`src/rtl/pipe_hazard_unit.sv`:
```
// Data-hazard interlock for an in-order pipeline: tracks in-flight writers past
// decode, selects forwarding sources, raises stall/flush and counts both events.
module pipe_hazard_unit #(
  parameter int REG_ADDR_W = 4,
  parameter int WB_DEPTH   = 2,
  parameter int LD_STAGE   = 2,
  parameter int FWD_EN     = 1,
  parameter int CNT_W      = 16,
  localparam int SEL_W     = $clog2(WB_DEPTH + 1)
) (
  input  logic                  clk_i,
  input  logic                  reset_i,
  input  logic                  dec_valid_i,
  input  logic [REG_ADDR_W-1:0] dec_rs1_i,
  input  logic [REG_ADDR_W-1:0] dec_rs2_i,
  input  logic                  dec_rs1_used_i,
  input  logic                  dec_rs2_used_i,
  input  logic [REG_ADDR_W-1:0] dec_rd_i,
  input  logic                  dec_wb_i,
  input  logic                  dec_is_ld_i,
  input  logic                  br_taken_i,
  output logic                  stall_o,
  output logic                  flush_o,
  output logic [SEL_W-1:0]      fwd_sel1_o,
  output logic [SEL_W-1:0]      fwd_sel2_o,
  output logic [CNT_W-1:0]      stall_cnt_o,
  output logic [CNT_W-1:0]      flush_cnt_o
);

  logic [WB_DEPTH:1]     vld_q, wb_q, ld_q;
  logic [REG_ADDR_W-1:0] rd_q [WB_DEPTH:1];
  logic [CNT_W-1:0]      stall_cnt_q, stall_cnt_d;
  logic [CNT_W-1:0]      flush_cnt_q, flush_cnt_d;
  logic                  haz1, haz2, issue;
  logic [SEL_W-1:0]      sel1, sel2;

  // Scan oldest to youngest so the youngest matching entry has the last word.
  always_comb begin
    haz1 = 1'b0;
    haz2 = 1'b0;
    sel1 = '0;
    sel2 = '0;
    for (int k = WB_DEPTH; k >= 1; k--) begin
      if (dec_rs1_used_i && vld_q[k] && wb_q[k] && rd_q[k] == dec_rs1_i) begin
        if (FWD_EN == 0 || (ld_q[k] && k < LD_STAGE)) begin
          haz1 = 1'b1;
          sel1 = '0;
        end else begin
          haz1 = 1'b0;
          sel1 = SEL_W'(k);
        end
      end
      if (dec_rs2_used_i && vld_q[k] && wb_q[k] && rd_q[k] == dec_rs2_i) begin
        if (FWD_EN == 0 || (ld_q[k] && k < LD_STAGE)) begin
          haz2 = 1'b1;
          sel2 = '0;
        end else begin
          haz2 = 1'b0;
          sel2 = SEL_W'(k);
        end
      end
    end
  end

  assign flush_o     = br_taken_i;
  assign stall_o     = ~reset_i & dec_valid_i & (haz1 | haz2) & ~br_taken_i;
  assign fwd_sel1_o  = (dec_valid_i && !reset_i) ? sel1 : '0;
  assign fwd_sel2_o  = (dec_valid_i && !reset_i) ? sel2 : '0;
  assign issue       = dec_valid_i & ~stall_o & ~br_taken_i;
  assign stall_cnt_d = (stall_o && stall_cnt_q != '1) ? stall_cnt_q + CNT_W'(1) : stall_cnt_q;
  assign flush_cnt_d = (flush_o && flush_cnt_q != '1) ? flush_cnt_q + CNT_W'(1) : flush_cnt_q;
  assign stall_cnt_o = stall_cnt_q;
  assign flush_cnt_o = flush_cnt_q;

  // Entry 1 always captures decode fields; only the valid bit marks a real issue.
  always_ff @(posedge clk_i or posedge reset_i) begin
    if (reset_i) begin
      vld_q       <= '0;
      wb_q        <= '0;
      ld_q        <= '0;
      for (int k = 1; k <= WB_DEPTH; k++) rd_q[k] <= '0;
      stall_cnt_q <= '0;
      flush_cnt_q <= '0;
    end else begin
      vld_q[1] <= issue;
      wb_q[1]  <= dec_wb_i;
      ld_q[1]  <= dec_is_ld_i;
      rd_q[1]  <= dec_rd_i;
      for (int k = 2; k <= WB_DEPTH; k++) begin
        vld_q[k] <= vld_q[k-1];
        wb_q[k]  <= wb_q[k-1];
        ld_q[k]  <= ld_q[k-1];
        rd_q[k]  <= rd_q[k-1];
      end
      stall_cnt_q <= stall_cnt_d;
      flush_cnt_q <= flush_cnt_d;
    end
  end

endmodule

```
`config.mk`:
```
export PLATFORM = sky130hd
export DESIGN_NAME = pipe_hazard_unit
export DESIGN_NICKNAME = d
export VERILOG_FILES = /design/src/rtl/pipe_hazard_unit.sv
export SDC_FILE = /design/constraint.sdc
export NUM_CORES = 1
export LEC_CHECK = 0
export ABC_AREA = 0
export CORE_MARGIN = 10
export CORE_UTILIZATION = 48
export DETAILED_ROUTE_END_ITERATION = 7
export PLACE_DENSITY_LB_ADDON = 0.15
export SYNTH_ARGS = -nofsm -noshare
export SYNTH_HDL_FRONTEND = slang
export SYNTH_SLANG_ARGS = --single-unit
```
`constraint.sdc`:
```
create_clock -name clk_i -period 3.44 [get_ports clk_i]
set_clock_uncertainty 0.1 [all_clocks]
set_input_delay 0.688 -clock clk_i [delete_from_list [all_inputs] [get_ports clk_i]]
set_output_delay 0.688 -clock clk_i [all_outputs]
set_load 0.01 [all_outputs]
```
==> metrics.md <==
| Metric | Value |
|---|---|
| Final ANT Viol Nets | 0 |
| Pre-CTS WS | 28.0 ps |
| Comb pwr share | 20.6% |
| Pin count of the biggest net entering global routing | 46 |
| Crit-path most repeated cell | clkdlybuf4s50_1 |
| Post-synth EDFFs | 0 |
| CTS root buf | clkbuf_8 |
| Net Sw Frac | 27.1% |
| GRT Max-Usage Layer | met2 |
| Final worst slack | 99.7 ps |
| Syn Area/Cell | approximately 11 um^2 |
| Share of cells above drive strength 1 | 8.63% |
| Slew headroom | around 63% |
| Later-pin clock latency in the skew report | 280 ps |
| Post-CTS setup buffers | 0 |
| H-tree Lvls | 2 |
| Clock power frac | about a quarter |
| Rows | 24 |
| Max Slew Vio Count | 0 |
| Net Count, Synth | 210 |
| Fin nets | between 200 and 300 |
| Die area | between 0.007 and 0.008 mm^2 |
| Yosys cell types | 28 |
| CP required | between 2000 and 3000 ps |
| GRT overflow | 0 |
| Delay-heaviest family, CP | buffers and inverters |
| Critical path type | in2out |
| Max clock buf depth | 2 |
| Hold-fix buffers, CTS | 0 |
| Count leader, synth | dfrtp_1 |
| Final total power | 1170 uW |
| TritonCTS Buffers | 5 |
| Met2 usage in global routing | 21.8% |
| Cells after Synth | 188 |
| Core Box Area | 0.00429 mm^2 |
| Crit. End Element | primary output |
| Cell Chain, Critical Path | clkdlybuf4s50_1, xnor2_1, nand3_1, or3_2, and4_1, clkdlybuf4s50_1 |
| Max rail drop VDD | 0.185 mV |
| Final setup viols | 0 |
| NetSw | 318 uW |
| Area Growth Syn to Fin | 35.5% |
| R2R setup slack | 1240 ps |
| Starting Density | between 40% and 50% |
| First-pass iteration count of the detailed router | 4 |
| Post-DR vias/cell | 5.36 |
| Final worst-path cycle share | 97.1% |
| Crit-path max FO | 2 |
| CP max stage delay | around 500 ps |
| Largest cells by area after synthesis | dfrtp_1 (53%), xnor2_1 (11%), xor2_1 (7.1%) |
| Seq cells post-synth | 45 |
| Vias in the first global route | 1701 |
| Gpl congestion | 0.802 |
| Final min period | 3340 ps |
| DRC | 0 |
| Post-synth top area cell | dfrtp_1 |
| DIE WIDTH | 86.2 um |
| TritonCTS clock tree | done |
| FMAX | 299 MHz |
| First-pass GRT wire length | 8420 um |
| Total clock sinks | 45 |
| Worst path bufs/invs | 2 |
| Ant. Diodes | 0 |
| Synth top area share | 53.5% |
| Count of buffers from port buffering | 57 |
| Io pins | 58 |
| RSZ-0062 raised after global routing | false |
| Ys flop type | dfrtp_1 |
| Worst slew pin tran | 557 ps |
| YS warnings | 0 |
| Synthesized area | 0.00211 mm^2 |
| Pwr Density | just over 400 mW/mm^2 |
| Setup TNS | 0 ps |
| Internal power | approximately 850 uW |
| Arrival @ worst endpoint | 2550 ps |
| Routed len/inst | 15.9 um |
| Crit path max-delay cell type | clkdlybuf4s50_1 |
| Clk pin slew, worst setup/hold paths | 70 ps |
| # Max-Cap Violations | 0 |
| Die Y | 86.2 um |
| Total leakage power | approximately 0.0012 uW |
| Crit path launch type | primary input |
| Outcome | complete, no violations |
| Post-CTS sizing | 0 |
| Final wirelength | 4880 um |
| Met3 Resource Use GR | 6.10% |
| Sequential fraction of the synthesis area | 53.5% |
| HPWL after DPL | 3730 um |
| Share of power burned in registers | ~55% |
| Tot GR Track Use | 13.9% |
| Initial antenna violation count | 0 |
| Ys async rst share | 100% |
| Hold Worst Slack | 316 ps |
| HP Class | reg2reg |
| Met1 Use GR | roughly 17% |
| Final Hold Fails | 0 |
| Initial drt markers | 64 |
| Post-synth top cells | dfrtp_1 (45), xnor2_1 (26), xor2_1 (17) |
| Vias | between 1500 and 2000 |
-- kinds of logic (layout without fill, tap and decap cells) --
group | Yosys count | count (layout) | share of synthesized area, %
buffers and inverters | 6 | 73 | 1.43
flip-flops | 45 | 45 | 53.5
XOR/XNOR | 44 | 44 | 18.7
adder cells (fa/ha/maj) | 2 | 2 | 1.19
AND/OR/NAND/NOR | 85 | 85 | 22.8
AO/OA/AOI/OAI | 3 | 3 | 0.891
multiplexers | 3 | 3 | 1.60
-- layout by cell type (no fill, tap or decap), types with 5 or more instances in the layout --
master           netlist  routed
buf_4                  2       6
clkbuf_8               0       5
clkdlybuf4s50_1        0      56
dfrtp_1               45      45
nand2_1               10      10
nand3_1               16      16
nand4_1               15      15
nor2_1                 8       8
nor3_1                 9       9
xnor2_1               26      26
xor2_1                17      17
-- power by group through the flow --
stage	Sequential, uW	Clock (uW)	Combinational, uW
2_1_floorplan	659	0	89.5
6_report	640	290	242
5_1_grt	651	325	261
3_3_place_gp	650	0	238
3_5_place_dp	652	0	246
4_1_cts	642	306	247
-- registers in the layout (all words and copies together), names as in the netlist --
register     count
ld_q             1
wb_q             2
vld_q            2
stall_cnt_o     16
rd_q             8
flush_cnt_o     16
-- through the flow --
| step | utilization, % | cell area [um^2] | cells |
|---|---|---|---|
| global route | 66.5 | 2850 | 307 |
| floorplan | - | 2110 | 188 |
| global placement | 64.5 | 2770 | 301 |
| CTS | 66.3 | 2850 | 307 |
| detailed placement | 64.5 | 2770 | 301 |
| finish | 66.5 | 2850 | 307 |
-- per-layer routing --
layer / vias up / part of all wire, %
met5: - / 0
met4: 0 / 0
li1: 790 / -
met2: 45 / 48
met3: 0 / 8.0
met1: 809 / 44
-- cell type report --
class	count	area, um^2
well taps	52	65.1
flip-flops and latches	45	1130
fillers	390	1440
multi-input cells	137	956
clock buffers	5	68.8
clock inverters	1	5.00
repair buffers	63	618
inverters	4	15.0
-- path summary, 6_finish.rpt --
| check | depth (start not counted) | to | start |
|---|---|---|---|
| max | 6 | fwd_sel1_o[1] | dec_rs1_i[3] |
| min | 0 | wb_q[2]$_DFF_PP0_ | wb_q[1]$_DFF_PP0_ |
| max reg2reg | 7 | stall_cnt_o[14]$_DFFE_PP0P_ | rd_q[1]$_DFF_PP0_ |
| min reg2reg | 0 | wb_q[2]$_DFF_PP0_ | wb_q[1]$_DFF_PP0_ |
| max in group asynchronous | 3 | stall_cnt_o[1]$_DFFE_PP0P_ | reset_i |
| min in group asynchronous | 3 | rd_q[7]$_DFF_PP0_ | reset_i |
No activity file was read; power rests on OpenSTA's default activity.
